`config.mk`:
```
export PLATFORM = sky130hd
export DESIGN_NAME = if_stage_flat
export DESIGN_NICKNAME = d
export VERILOG_FILES = /design/src/rtl/pipe_pkg.sv /design/src/rtl/if_stage_if.sv /design/src/rtl/if_skid_buf.sv /design/src/rtl/if_stage.sv /design/src/flat_wrapper.sv
export SDC_FILE = /design/constraint.sdc
export NUM_CORES = 1
export LEC_CHECK = 0
export CAP_MARGIN = 40
export CORE_MARGIN = 8
export CORE_UTILIZATION = 49
export CTS_CLUSTER_DIAMETER = 60
export CTS_CLUSTER_SIZE = 16
export DETAILED_ROUTE_END_ITERATION = 8
export GPL_ROUTABILITY_DRIVEN = 1
export PLACE_DENSITY = 0.76
export SYNTH_ARGS = -nofsm -noshare
export SYNTH_HDL_FRONTEND = slang
export SYNTH_HIERARCHICAL = 1
export SYNTH_SLANG_ARGS = --single-unit
```
`constraint.sdc`:
```
create_clock -name clk -period 2.6 [get_ports clk]
set_clock_uncertainty 0.15 [all_clocks]
set_input_delay 0.52 -clock clk [delete_from_list [all_inputs] [get_ports clk]]
set_output_delay 0.52 -clock clk [all_outputs]
set_load 0.05 [all_outputs]
```
`src/rtl/pipe_pkg.sv`:
```
// Shared types and constants for the 16-bit pipeline.
package pipe_pkg;

    localparam int unsigned INSTR_W = 16;
    localparam int unsigned PC_W    = 16;
    localparam int unsigned IMM_W   = 6;

    localparam logic [INSTR_W-1:0] NOP_INSTR = 16'h0000;

    typedef enum logic [1:0] {
        FETCH = 2'd0,
        WAIT  = 2'd1,
        DROP  = 2'd2
    } if_state_t;

    // Sign-extend the 6-bit branch immediate reported by ID.
    function automatic logic [PC_W-1:0] sext6(input logic [IMM_W-1:0] imm);
        return {{(PC_W-IMM_W){imm[IMM_W-1]}}, imm};
    endfunction

endpackage

```
`src/rtl/if_stage_if.sv`:
```
// Fetch-stage bundle: imem request/response channel plus the ID-facing side.
interface if_stage_if #(
    parameter int unsigned PC_W = 16
);
    import pipe_pkg::*;

    logic                imem_req;
    logic [PC_W-1:0]     imem_addr;
    logic                imem_gnt;
    logic                imem_rvalid;
    logic [INSTR_W-1:0]  imem_rdata;

    logic                stall;
    logic                branch_taken;
    logic [IMM_W-1:0]    branch_offset_imm;

    logic [INSTR_W-1:0]  instr_out;
    logic [PC_W-1:0]     pc_out;
    logic                valid_out;

    modport master (
        output imem_req, imem_addr,
        input  imem_gnt, imem_rvalid, imem_rdata,
        input  stall, branch_taken, branch_offset_imm,
        output instr_out, pc_out, valid_out
    );

    modport slave (
        input  imem_req, imem_addr,
        output imem_gnt, imem_rvalid, imem_rdata,
        output stall, branch_taken, branch_offset_imm,
        input  instr_out, pc_out, valid_out
    );

endinterface

```
`src/rtl/if_skid_buf.sv`:
```
// One-entry {instr, pc} holding register for a response that arrives while ID is stalled.
module if_skid_buf
    import pipe_pkg::*;
#(
    parameter int unsigned PC_W = 16
) (
    input  logic               clk,
    input  logic               rst,
    input  logic               load,
    input  logic               clear,
    input  logic [INSTR_W-1:0] instr_in,
    input  logic [PC_W-1:0]    pc_in,
    output logic               valid,
    output logic [INSTR_W-1:0] instr,
    output logic [PC_W-1:0]    pc
);

    // Load wins over clear; the stage never requests both in one cycle.
    always_ff @(posedge clk or posedge rst) begin
        if (rst) begin
            valid <= 1'b0;
            instr <= NOP_INSTR;
            pc    <= '0;
        end else if (load) begin
            valid <= 1'b1;
            instr <= instr_in;
            pc    <= pc_in;
        end else if (clear) begin
            valid <= 1'b0;
        end
    end

endmodule

```
`src/rtl/if_stage.sv`:
```
// Instruction-fetch stage: owns the PC, fetches from imem, feeds ID, applies branch redirects.
module if_stage
    import pipe_pkg::*;
#(
    parameter int unsigned     PC_W     = 16,
    parameter logic [PC_W-1:0] RESET_PC = '0
) (
    input  logic       clk,
    input  logic       rst,
    if_stage_if.master bus
);

    if_state_t state_q, state_d;

    logic [PC_W-1:0]    pc_q;
    logic [PC_W-1:0]    req_pc_q;
    logic [INSTR_W-1:0] instr_q;
    logic [PC_W-1:0]    pc_out_q;
    logic               valid_q;

    logic               redirect;
    logic               resp_ok;
    logic               fetch_req;
    logic               hs;
    logic [PC_W-1:0]    target_pc;

    logic               skid_load;
    logic               skid_clear;
    logic               skid_valid;
    logic [INSTR_W-1:0] skid_instr;
    logic [PC_W-1:0]    skid_pc;

    // A response is only usable when it answers a live (non-wrong-path) request.
    assign redirect  = bus.branch_taken & ~bus.stall;
    assign resp_ok   = (state_q == WAIT) & bus.imem_rvalid;
    assign fetch_req = ~rst & ~redirect & ~skid_valid &
                       ((state_q == FETCH) | (resp_ok & ~bus.stall));
    assign hs        = fetch_req & bus.imem_gnt;
    assign target_pc = pc_out_q + PC_W'(1) +
                       PC_W'(signed'(sext6(bus.branch_offset_imm)));

    assign skid_load  = resp_ok & bus.stall;
    assign skid_clear = redirect | (~bus.stall & skid_valid);

    if_skid_buf #(
        .PC_W (PC_W)
    ) u_skid (
        .clk      (clk),
        .rst      (rst),
        .load     (skid_load),
        .clear    (skid_clear),
        .instr_in (bus.imem_rdata),
        .pc_in    (req_pc_q),
        .valid    (skid_valid),
        .instr    (skid_instr),
        .pc       (skid_pc)
    );

    always_ff @(posedge clk or posedge rst) begin
        if (rst) begin
            state_q <= FETCH;
        end else begin
            state_q <= state_d;
        end
    end

    // At most one request outstanding; DROP swallows the response of a squashed fetch.
    always_comb begin
        state_d = state_q;
        case (state_q)
            FETCH: begin
                if (hs) begin
                    state_d = WAIT;
                end
            end
            WAIT: begin
                if (bus.imem_rvalid) begin
                    state_d = hs ? WAIT : FETCH;
                end else if (redirect) begin
                    state_d = DROP;
                end
            end
            DROP: begin
                if (bus.imem_rvalid) begin
                    state_d = FETCH;
                end
            end
            default: state_d = FETCH;
        endcase
    end

    // PC and request bookkeeping.
    always_ff @(posedge clk or posedge rst) begin
        if (rst) begin
            pc_q     <= RESET_PC;
            req_pc_q <= '0;
        end else begin
            if (redirect) begin
                pc_q <= target_pc;
            end else if (hs) begin
                pc_q <= pc_q + PC_W'(1);
            end
            if (hs) begin
                req_pc_q <= pc_q;
            end
        end
    end

    // ID-facing registers: skid first, then a fresh response, otherwise a bubble.
    always_ff @(posedge clk or posedge rst) begin
        if (rst) begin
            instr_q  <= NOP_INSTR;
            pc_out_q <= '0;
            valid_q  <= 1'b0;
        end else if (redirect) begin
            instr_q <= NOP_INSTR;
            valid_q <= 1'b0;
        end else if (!bus.stall) begin
            if (skid_valid) begin
                instr_q  <= skid_instr;
                pc_out_q <= skid_pc;
                valid_q  <= 1'b1;
            end else if (resp_ok) begin
                instr_q  <= bus.imem_rdata;
                pc_out_q <= req_pc_q;
                valid_q  <= 1'b1;
            end else begin
                instr_q <= NOP_INSTR;
                valid_q <= 1'b0;
            end
        end
    end

    assign bus.imem_req  = fetch_req;
    assign bus.imem_addr = pc_q;
    assign bus.instr_out = instr_q;
    assign bus.pc_out    = pc_out_q;
    assign bus.valid_out = valid_q;

endmodule

```
`src/flat_wrapper.sv`:
```
// flat-port wrapper written by rule: the top's interface ports become plain ports
module if_stage_flat import pipe_pkg::*;
#(
    parameter int unsigned     PC_W     = 16,
    parameter logic [PC_W-1:0] RESET_PC = '0
)
  (clk, rst, bus_imem_req, bus_imem_addr, bus_imem_gnt, bus_imem_rvalid, bus_imem_rdata, bus_stall, bus_branch_taken, bus_branch_offset_imm, bus_instr_out, bus_pc_out, bus_valid_out);
  if_stage_if #(.PC_W(PC_W)) bus_i ();
  input  logic clk;
  input  logic rst;
  output wire logic [$bits(bus_i.imem_req)-1:0] bus_imem_req;
  output wire logic [$bits(bus_i.imem_addr)-1:0] bus_imem_addr;
  input wire logic [$bits(bus_i.imem_gnt)-1:0] bus_imem_gnt;
  input wire logic [$bits(bus_i.imem_rvalid)-1:0] bus_imem_rvalid;
  input wire logic [$bits(bus_i.imem_rdata)-1:0] bus_imem_rdata;
  input wire logic [$bits(bus_i.stall)-1:0] bus_stall;
  input wire logic [$bits(bus_i.branch_taken)-1:0] bus_branch_taken;
  input wire logic [$bits(bus_i.branch_offset_imm)-1:0] bus_branch_offset_imm;
  output wire logic [$bits(bus_i.instr_out)-1:0] bus_instr_out;
  output wire logic [$bits(bus_i.pc_out)-1:0] bus_pc_out;
  output wire logic [$bits(bus_i.valid_out)-1:0] bus_valid_out;
  assign bus_imem_req = bus_i.imem_req;
  assign bus_imem_addr = bus_i.imem_addr;
  assign bus_i.imem_gnt = bus_imem_gnt;
  assign bus_i.imem_rvalid = bus_imem_rvalid;
  assign bus_i.imem_rdata = bus_imem_rdata;
  assign bus_i.stall = bus_stall;
  assign bus_i.branch_taken = bus_branch_taken;
  assign bus_i.branch_offset_imm = bus_branch_offset_imm;
  assign bus_instr_out = bus_i.instr_out;
  assign bus_pc_out = bus_i.pc_out;
  assign bus_valid_out = bus_i.valid_out;
  if_stage #(.PC_W(PC_W), .RESET_PC(RESET_PC)) u_core (.clk(clk), .rst(rst), .bus(bus_i));
endmodule
```
Word level (Yosys, flattened, before mapping):

Index checks and enable logic that the tools add are counted.

* add/subtract/negate cells: 3
* reduce and logical (&&, ||, !) cells: 6
* bitwise operators: 15
* multiplexer cells: 20
* eq/ne operators: 6

Operators by type and width (count)
* 2-to-1 mux 16 bit: 8
* adder 16 x 1 -> 16 bit, second input constant: 2
* adder 16 bit: 1
* AND 1 bit: 9
* 2-to-1 mux 2 bit: 4
* 2-to-1 mux 1 bit: 7
* one-hot mux 2 bit (3 select lines): 1
* AND reduction 3 bit: 2
* nonzero test 2 bit: 3
* inequality test 2 x 1 -> 1 bit, second input constant: 2
* NOT 1 bit: 4
* inequality test 3 x 2 -> 1 bit, second input constant: 1
* == test 2 x 1 -> 1 bit, second input constant: 1
* == test 2 bit, second input constant: 1
* logical NOT 2 bit: 1
* inequality test 2 bit, second input constant: 1
* OR 1 bit: 2

* output and inout port bits: 50
* word-level logic and storage cells: 59
* bits of input ports: 28
* flip-flop bits (word level): 100

Depth between registers and ports, before layout:

Gate-level depths: netlist (run 1).

* word-level depth: 10
* gate-level depth with buffers: 10

Modules after synthesis:

Netlist (run 1), hierarchy kept.

By module, submodules not included
* if_stage: area each 3803.6 µm², cells an instance 387, times used 1
* if_skid_buf: area each 1381.3 µm², cells an instance 72, times used 1

Least setup slack after synthesis (run 1):

OpenSTA, ideal clock, no wires.

* kind: input to output
* start point: input port bus_branch_taken
* end point: output port bus_imem_req
* path slack: -0.280 ns
* required time: 1.930 ns
* cell stages on the path: 4
* data arrival time: 2.210 ns
* path through: nor2b_1 clkbuf_1 buf_1 a211oi_1

* word-level cells in the longest chain between the ends: 5

Ends and longest elaborated chain
* from (decl): RTL line flat_wrapper.sv:17 `input wire logic [$bits(bus_i.branch_taken)-1:0] bus_branch_taken;`
* AND 1 bit: RTL line if_stage.sv:34 `assign redirect = bus.branch_taken & ~bus.stall;`
* NOT 1 bit (no source line)
* AND 1 bit (3 in series): RTL line if_stage.sv:36 `assign fetch_req = ~rst & ~redirect & ~skid_valid &`
* to (decl): RTL line flat_wrapper.sv:11 `output wire logic [$bits(bus_i.imem_req)-1:0] bus_imem_req;`

Every way passes these cells.

Worst setup path in the final report (run 1):

* start point: register u_core.pc_out_q[0] (netlist: u_core/bus.pc_out[0])
* end point: register u_core.pc_q[6] (netlist: u_core/bus.imem_addr[6])

* word-level cells in the longest chain between the ends: 3

Ends and longest elaborated chain
* from (decl): RTL line if_stage.sv:18 `logic [PC_W-1:0] pc_out_q;`
* from (signal assigned): RTL line if_stage.sv:121 `pc_out_q <= skid_pc;`
* from (signal assigned): RTL line if_stage.sv:125 `pc_out_q <= req_pc_q;`
* adder 16 x 1 -> 16 bit: RTL line if_stage.sv:39 `assign target_pc = pc_out_q + PC_W'(1) +`
* adder 16 bit: RTL line if_stage.sv:39
* 2-to-1 mux 16 bit: RTL line if_stage.sv:98 `if (redirect) begin`
* to (signal assigned): RTL line if_stage.sv:99 `pc_q <= target_pc;`
* to (signal assigned): RTL line if_stage.sv:101 `pc_q <= pc_q + PC_W'(1);`
* to (decl): RTL line if_stage.sv:15 `logic [PC_W-1:0] pc_q;`

Every way passes these cells.
A chain may end at the register's enable or synchronous reset.

==> flow_metrics.tcl, run 1 <==
set metrics [dict create \
    dr_total_vias 4153 \
    drv_cap 0 \
    synth_area_um2 5180 \
    clk_pin_slew_worst_paths_ps 110 \
    dp_hpwl_mm 9.65 \
    sw_frac_of_total 0.433 \
    antenna_found_initial 0 \
    status "completed" \
    drtIter0Drc 345 \
    layout_common_cells "dfrtp_1, clkdlybuf4s50_1, buf_4" \
    grt_usage 0.197 \
    fmax_ghz 0.385 \
    drt_wl_total_mm 14.0 \
    syn-num-nets 504 \
    die_area_um2 14100 \
    syn_inst 459 \
    p_leak_uw 0.00297 \
    ys_seq_area_frac 0.483 \
    dp_cells 708 \
    critPathLaunchType "register" \
    slew_headroom 0.609 \
    cp-startpoint "u_core/bus.pc_out[0]" \
    power_frac_clock 0.131 \
    hold_viol 0 \
    power.internal_uw 4520 \
    power_density_nw_per_um2 1160 \
    grt_max_degree 37 \
    area_growth_pct 32.0 \
    endpoint "u_core/bus.imem_addr[6]" \
    crit_chain "inv_2 -> ha_2 -> inv_2 -> fa_2 -> a21oi_2 -> nor2b_1 -> a311o_1 -> buf_6 -> buf_4 -> buf_4 -> xnor2_1 -> o21ai_0" \
    power.switching_uw 3450 \
    p_comb_frac 0.526 \
    ff_latch_area_um2 2500 \
    worstPathMaxFanout 3 \
    clock_sinks 100 \
    die_h_um 119 \
    grt_pass1_vias 4401 \
    cts_made_buffers 9 \
    min_path_type "register to register" \
    p_seq_frac 0.343 \
    r2r-end "u_core/bus.imem_addr[6]" \
    arrival_ps 2710 \
    r2r-start "u_core/bus.pc_out[0]" \
    ff2ff_path_depth 12 \
    crit_type "register to register" \
    ctsHtreeMaxLevel 3 \
    place.gp.congestion 0.859 \
    wire_per_inst_um 19.2 \
    rows 37 \
    io_pins 78 \
    whs_path_depth 2 \
    viasPerCell 5.69 \
    yosys.area_share.simple 0.108 \
    slowest_delay_ps 430 \
    drv_slew 0 \
    cts_tree "built" \
    core_area_um2 10300 \
    rrSetupSlack_ps 6 \
    fillers 782 \
    synth_fa_ha_area_frac 0.0425 \
    post-route-period-util 0.998 \
    yosys_warnings 6 \
    io_buffers 77 \
    end_kind "register" \
    rsz0062_at_grt "true" \
    ant_nets 0 \
    drc 0 \
    post-route-util 0.663 \
    fin_nets 634 \
    period_minus_slack_ps 2590 \
    final_layout_size_suffix_gt1_frac 0.273 \
    die_x_um 119 \
    final_common_cell "dfrtp_1" \
    ir_drop_uv 815 \
    synth_area_per_cell_um2 11.3 \
    synth_mux_area_frac 0.161 \
    instances_no_fill 730 \
    antenna_cells 0 \
    multi_input_area_um2 2620 \
    grt_overflow 0 \
    grt_pass1_wl_mm 22.6 \
    setup_viol 0 \
    synth-compound-area-share 0.134 \
    async_reset_ff_frac 1.00 \
    cts_buffer_depth 2 \
    worst_path_max_delay_cell "dfrtp_2" \
    synth_cell_types 51 \
    synth_edf_count 0 \
    worst_slew_pin_slew_ps 587 \
    synth_ff_type "dfrtp_1" \
    synth-xor-area-share 0.0372 \
    worst-endpoint-required_ps 2710 \
    cts_root_buf "clkbuf_8" \
    synth_top_family_by_area "multiplexers" \
    initial_core_util 0.502 \
    ys_ff_latch 100 \
    drt_pass1_iterations 5 \
    insertion_delay_ps 370 \
]
power groups by stage:
stage                     combinational (uW)  sequential [uW]  clock (uW)
after floorplan                         1650             3520           0
after global placement                  3760             2690           0
after detailed placement                3850             2740           0
after CTS                               4010             2720        1060
after global routing                    4460             2800        1130
final                                   4190             2730        1050
cell usage after synthesis, types with 5 or more instances:
| master | count | area [um2] |
|---|---|---|
| nor2b_1 | 6 | 37.5 |
| a21oi_1 | 17 | 85.1 |
| xnor2_1 | 12 | 105 |
| ha_1 | 16 | 200 |
| clkbuf_1 | 12 | 45.0 |
| nand4_1 | 5 | 31.3 |
| mux2_2 | 19 | 214 |
| mux2_4 | 30 | 450 |
| inv_1 | 9 | 33.8 |
| o21ai_0 | 42 | 210 |
| dfrtp_1 | 100 | 2500 |
| nand3_1 | 13 | 65.1 |
| a22oi_1 | 16 | 120 |
| a31oi_1 | 5 | 31.3 |
| mux2i_1 | 17 | 170 |
| and4_1 | 5 | 43.8 |
| xor2_1 | 10 | 87.6 |
| nand2_1 | 52 | 195 |
| nor2_1 | 15 | 56.3 |
cells by family (layout without fill, tap and decap cells):
logic type	after synthesis	after routing
adders and majority gates	17	17
and+or+nand+nor	115	115
DFF	100	100
xor gates and xnor gates	22	22
muxes	66	66
AOI/OAI and AO/OA	107	107
buffers and inverters	32	167
final cells by class:
type                            count  share of cell area
Inverter                            9             0.00494
Tap cell                          136              0.0249
Sequential cell                   100               0.366
Clock buffer                       10              0.0201
Multi-Input combinational cell    327               0.382
Clock inverter                      6              0.0101
Timing Repair Buffer              142               0.192
critical path: cells and delay by family (launching register included):
kind | cells | cell delay (ps)
xor gates and xnor gates | 1 | 150
AOI/OAI and AO/OA | 3 | 590
buffers and inverters | 5 | 530
adders and majority gates | 2 | 580
and+or+nand+nor | 1 | 70
DFF | 1 | 430
flip-flops by register name, summed over array words and instances, names as in the netlist:
signal / cells
u_core/u_skid/valid: 1
u_core/u_skid/instr: 16
u_core/bus.pc_out: 16
u_core/u_skid/pc: 16
u_core/req_pc_q: 16
u_core/bus.instr_out: 16
u_core/bus.valid_out: 1
u_core/state_q: 2
u_core/bus.imem_addr: 16
stage by stage:
| step | TNS (ps) | worst slack, ps | hold slack [ps] | total power (uW) | area (um2) |
|---|---|---|---|---|---|
| floorplan | 0 | 19.4 | 298 | 5160 | 5190 |
| global placement | -6380 | -519 | 315 | 6450 | 6490 |
| detailed placement | -6570 | -584 | 324 | 6600 | 6490 |
| CTS | 0 | 7.16 | 349 | 7780 | 6770 |
| global route | -82.2 | -61.1 | 377 | 8390 | 6850 |
| finish | 0 | 5.54 | 341 | 7970 | 6850 |
metal layers:
layer / part of all wire / vias to the layer above / wire (um) / GRT usage
met1: 0.43 / 2073 / 6030 / 0.247
met3: 0.064 / 21 / 897 / 0.0496
met4: 0.018 / 0 / 248 / 0.0767
met2: 0.49 / 146 / 6840 / 0.323
li1: - / 1913 / - / -
met5: 0 / - / 0 / 0
how the worst min path moves through the flow:
stage | startpoint | to | slack, ps
2_1_floorplan | u_core/u_skid/valid | u_core/u_skid/valid | 300
3_3_place_gp | u_core/bus.instr_out[13] | u_core/bus.instr_out[13] | 320
3_5_place_dp | u_core/bus.instr_out[15] | u_core/bus.instr_out[15] | 320
4_1_cts | u_core/bus.instr_out[12] | u_core/bus.instr_out[12] | 350
5_1_grt | u_core/bus.instr_out[8] | u_core/bus.instr_out[8] | 380
6_report | u_core/bus.instr_out[15] | u_core/bus.instr_out[15] | 340
timing repair:
| item | CTS | global route |
|---|---|---|
| setup endpoints to repair | 6 | 9 |
| resized for setup | 14 | 12 |
| pin swaps | 10 | 5 |
| hold buffers | 0 | 0 |
| setup buffers | 3 | 3 |
No activity file was read; power rests on OpenSTA's default activity.
==> run 2, diff against run 1 <==
Settings changed: CORE_UTILIZATION 49 to 51, CTS_BUF_LIST set to sky130_fd_sc_hd__clkbuf_8, HOLD_SLACK_MARGIN set to 0.06, PLACE_DENSITY 0.76 to 0.79.
==> flow_metrics.tcl, run 2 (synthesized netlist as in run 1, its figures left out) <==
set metrics [dict create \
    status "complete, but fails checks" \
    failed_checks "setup timing" \
    initial_core_util 0.514 \
    p_leak_uw 0.00296 \
    io_buffers 77 \
    final_common_cell "dfrtp_1" \
    total_power_uw 7840 \
    drv_slew 0 \
    grt_pass1_vias 4428 \
    p_seq_frac 0.349 \
    met2_length_mm 6.61 \
    fin_nets 634 \
    insertion_delay_ps 370 \
    clock_sinks 100 \
    wire_per_inst_um 18.2 \
    ff2ff_path_depth 12 \
    area_growth_pct 31.5 \
    io_pins 78 \
    path_delay_family "compound AO/OA/AOI/OAI gates" \
    post-route-period-util 1.00 \
    slew_headroom 0.640 \
    hold_buffers 0 \
    drt-met1-wl_mm 5.51 \
    fin_ws_ps -4.60 \
    final.setup.tns_ps -4.60 \
    hold_slack_ps 314 \
    top_layer_used "met4" \
    cp_common_cell "a21oi_2" \
    hold_viol 0 \
    place.gp.congestion 0.888 \
    period_minus_slack_ps 2600 \
    crit_buf_inv 5 \
    wl_met3_um 860 \
    cts_root_buf "clkbuf_8" \
    grt_overflow 0 \
    die_x_um 117 \
    drc 0 \
    drtIter0Drc 213 \
    dp_hpwl_mm 9.55 \
    viasPerCell 5.68 \
    worst-endpoint-required_ps 2700 \
    worst_slew_pin_slew_ps 539 \
    power.internal_uw 4430 \
    ctsHtreeMaxLevel 3 \
    power_density_nw_per_um2 1150 \
    arrival_ps 2710 \
    instances_no_fill 730 \
    final_layout_size_suffix_gt1_frac 0.276 \
    rows 37 \
    dr_total_vias 4150 \
    drt_pass1_iterations 4 \
    core_area_um2 10100 \
    antenna_found_initial 0 \
    cts_made_buffers 9 \
    clk_pin_slew_worst_paths_ps 100 \
    grt_max_degree 46 \
    crit_type "primary input to register" \
    cts_buffer_depth 2 \
    grt_pass1_wl_mm 21.8 \
    fmax_ghz 0.384 \
    antenna_cells 0 \
    die_h_um 117 \
    power_frac_clock 0.121 \
    worstPathMaxFanout 3 \
    end_kind "register" \
    min_path_type "primary input to async pin" \
    slowest_delay_ps 430 \
    cts_tree "built" \
    dp_cells 706 \
    worst_path_max_delay_cell "a311o_1" \
    layout_common_cells "dfrtp_1, clkdlybuf4s50_1, buf_4" \
    rsz0062_at_grt "true" \
    ant_nets 0 \
    sw_frac_of_total 0.435 \
    drv_cap 0 \
    power.switching_uw 3410 \
    drt_wl_total_mm 13.3 \
    p_comb_frac 0.531 \
    crit_chain "dlygate4sd2_1 -> inv_1 -> ha_4 -> inv_2 -> fa_2 -> a21oi_2 -> nor2b_2 -> a311o_1 -> buf_4 -> buf_6 -> a31oi_4 -> xor2_1 -> a21oi_2" \
    setup_viol 1 \
    critPathLaunchType "primary input" \
    ir_drop_uv 961 \
    grt_usage 0.204 \
    die_area_um2 13600 \
    worstSetupPathDepth 13 \
]
-- run 2: cell types whose count changed in the layout (fill, tap and decap cells not counted), sizes merged --
| cell | change |
|---|---|
| clkinvlp | -1 |
| clkbuf | -1 |
| inv | +3 |
| bufinv | -1 |
-- run 2: area by class of cell --
| type | instances | area, um2 |
|---|---|---|
| fillers | 786 | 3270 |
| multi-input cells | 327 | 2620 |
| flip-flops and latches | 100 | 2500 |
| repair buffers | 142 | 1310 |
| well taps | 136 | 170 |
| clock buffers | 9 | 124 |
| clock inverters | 7 | 58.8 |
| inverters | 9 | 33.8 |
-- run 2: path summary, 6_finish.rpt --
kind,from,end,slack (ps)
min,rst,u_core/req_pc_q[1],310
max reg2reg,u_core/bus.pc_out[0],u_core/bus.imem_addr[8],-5
min reg2reg,u_core/bus.instr_out[13],u_core/bus.instr_out[13],340
max,bus_branch_offset_imm[0],u_core/bus.imem_addr[8],-5
min in group clk,u_core/bus.instr_out[13],u_core/bus.instr_out[13],340
max in group asynchronous,rst,u_core/u_skid/pc[4],1230
-- run 2: per-stage QoR --
step	utilization	cell area [um2]	setup slack (ps)
2_1_floorplan	-	5190	19.4
3_3_place_gp	0.640	6460	-527
3_5_place_dp	0.640	6460	-618
4_1_cts	0.670	6760	33.5
5_1_grt	0.676	6820	-80.7
6_report	0.676	6820	-4.60
-- run 2: power by group through the flow --
stage | combinational, uW | clock [uW] | sequential (uW)
after global routing | 4430 | 1030 | 2830
after detailed placement | 3860 | 0 | 2750
after CTS | 4060 | 965 | 2730
after global placement | 3750 | 0 | 2720
final | 4160 | 946 | 2730
after floorplan | 1650 | 0 | 3520
-- run 2: worst register-to-register path, stage by stage, from the launching register on --
cell	delay, ps
dfrtp_2	420
inv_2	70
ha_4	130
inv_2	30
fa_2	350
a21oi_2	160
nor2b_2	60
a311o_1	430
buf_4	170
buf_6	120
a31oi_4	120
xor2_1	200
a21oi_2	70
-- run 2: repair_timing --
item	in CTS	in global routing
setup endpoints to repair	7	10
setup buffers	6	2
pin swaps	11	10
gates cloned	0	0
gates resized for setup	17	14
-- run 2: layer usage --
layer,vias up,global-route usage
met2,131,0.342
met5,-,0
li1,1920,-
met4,0,0.0853
met3,24,0.0477
met1,2075,0.248
==> run 3, diff against run 2 <==
Settings changed: SETUP_SLACK_MARGIN set to 0.15.
==> flow_metrics.tcl, run 3 (synthesized netlist as in run 1, its figures left out) <==
set metrics [dict create \
    status "completed" \
    drc 0 \
    clock_sinks 100 \
    initial_core_util 0.514 \
    sw_frac_of_total 0.434 \
    worst_path_max_delay_cell "dfrtp_2" \
    power.internal_uw 4590 \
    cp-startpoint "u_core/bus.pc_out[0]" \
    critPathLaunchType "register" \
    grt_pass1_wl_mm 23.2 \
    final_layout_size_suffix_gt1_frac 0.299 \
    cts_buffer_depth 2 \
    die_x_um 117 \
    endpoint "u_core/bus.imem_addr[14]" \
    r2r-end "u_core/bus.imem_addr[14]" \
    core_area_um2 10100 \
    die_h_um 117 \
    final_common_cell "dfrtp_1" \
    worstPathMaxFanout 4 \
    crit_type "register to register" \
    dr_total_vias 4266 \
    viasPerCell 5.76 \
    grt_usage 0.221 \
    fin_nets 643 \
    rsz0062_at_grt "true" \
    worst-endpoint-required_ps 2760 \
    period_minus_slack_ps 2500 \
    worst_slew_pin_slew_ps 550 \
    fmax_ghz 0.400 \
    crit_buf_inv 4 \
    end_kind "register" \
    setup_viol 0 \
    min_path_type "primary input to async pin" \
    die_area_um2 13600 \
    wire_per_inst_um 19.8 \
    io_buffers 77 \
    post-route-util 0.695 \
    final.setup.tns_ps 0 \
    final_area_um2 7020 \
    p_comb_frac 0.533 \
    insertion_delay_ps 370 \
    ir_drop_uv 777 \
    cts_root_buf "clkbuf_8" \
    r2r-start "u_core/bus.pc_out[0]" \
    cts_tree "built" \
    hold_viol 0 \
    grt_max_degree 36 \
    ff2ff_path_depth 12 \
    grt_overflow 0 \
    drv_cap 0 \
    p_leak_uw 0.00309 \
    fillers 749 \
    dp_hpwl_mm 9.52 \
    power_frac_clock 0.125 \
    dpl_cell_area_um2 6450 \
    io_pins 78 \
    drt_pass1_iterations 5 \
    area_growth_pct 35.3 \
    cts_made_buffers 9 \
    layout_common_cells "dfrtp_1, buf_4, clkdlybuf4s50_1" \
    drtIter0Drc 203 \
    total_power_uw 8100 \
    place.gp.congestion 0.877 \
    antenna_found_initial 0 \
    p_seq_frac 0.342 \
    crit_chain "inv_2 -> ha_4 -> inv_2 -> fa_2 -> a21oi_2 -> nor2b_2 -> a311o_1 -> a31oi_2 -> buf_4 -> buf_6 -> a41oi_2 -> nand3_1" \
    worstSetupPathDepth 12 \
    arrival_ps 2650 \
    ant_nets 0 \
    slowest_delay_ps 420 \
    clk_pin_slew_worst_paths_ps 100 \
    post-route-period-util 0.961 \
    power.switching_uw 3520 \
    grt_pass1_vias 4465 \
    power_density_nw_per_um2 1160 \
    drt_wl_total_mm 14.6 \
    slew_headroom 0.633 \
    drv_slew 0 \
    rrSetupSlack_ps 100 \
    rows 37 \
    path_delay_family "compound AO/OA/AOI/OAI gates" \
    cp_common_cell "inv_2" \
    ctsHtreeMaxLevel 3 \
]
run 3: cell types whose count changed in the layout (fill, tap and decap cells not counted), moves of 2 or more:
| cell | before | now |
|---|---|---|
| buf_4 | 58 | 67 |
| clkdlybuf4s50_1 | 74 | 66 |
| clkinv_4 | 2 | 0 |
| dlygate4sd2_1 | 1 | 4 |
| dlymetal6s2s_1 | 1 | 6 |
| ha_1 | 15 | 12 |
| ha_4 | 1 | 4 |
run 3: what timing repair did:
action,4_1_cts,5_1_grt
endpoints found under the setup margin,17,19
hold endpoints to repair,0,0
cloned,1,0
pin swaps,12,6
hold buffers,0,0
setup buffers,9,8
gates resized for setup,29,18
run 3: how the worst min path moves through the flow:
stage / endpoint / slack, ps
after global routing: u_core/bus.instr_out[0] / 170
after global placement: u_core/bus.instr_out[11] / 320
final: u_core/bus.imem_addr[1] / 170
after detailed placement: u_core/bus.instr_out[11] / 320
after CTS: u_core/bus.instr_out[3] / 150
after floorplan: u_core/u_skid/valid / 300
run 3: final cells by class:
type                       instances  area, um2  share of cell area
multi-input combinational        327       2700               0.385
sequential                       100       2500               0.357
timing repair buffer             151       1410               0.201
tap                              136        170              0.0243
clock buffer                       9        124              0.0177
clock inverter                     7       72.6              0.0103
inverter                           9       33.8             0.00481
antenna                            1       2.50            0.000357
run 3: stage by stage:
step                setup WS, ps  hold slack, ps  std cells
CTS                          153             152        731
finish                       101             172        740
floorplan                   94.5             298        459
global placement            -500             315        705
global route                31.4             173        739
detailed placement          -533             322        705
run 3: routing by layer:
metal,track usage,share of wire
met1,0.271,0.42
met2,0.362,0.49
met3,0.0380,0.055
met4,0.127,0.041
met5,0,0
run 3: worst reg2reg max path, delay by kind of cell, from the launching register on:
family          cells  cell delay (ps)
flops               1              420
buf+inv             4              350
simple gates        2              200
fa+ha+maj           2              500
compound gates      4              820
run 3: power by group through the flow:
stage,sequential [uW],combinational [uW],clock [uW]
after floorplan,3520,1660,0
after global placement,2730,3750,0
after detailed placement,2770,3840,0
after CTS,2750,4120,1030
after global routing,2850,4570,1090
final,2770,4320,1010
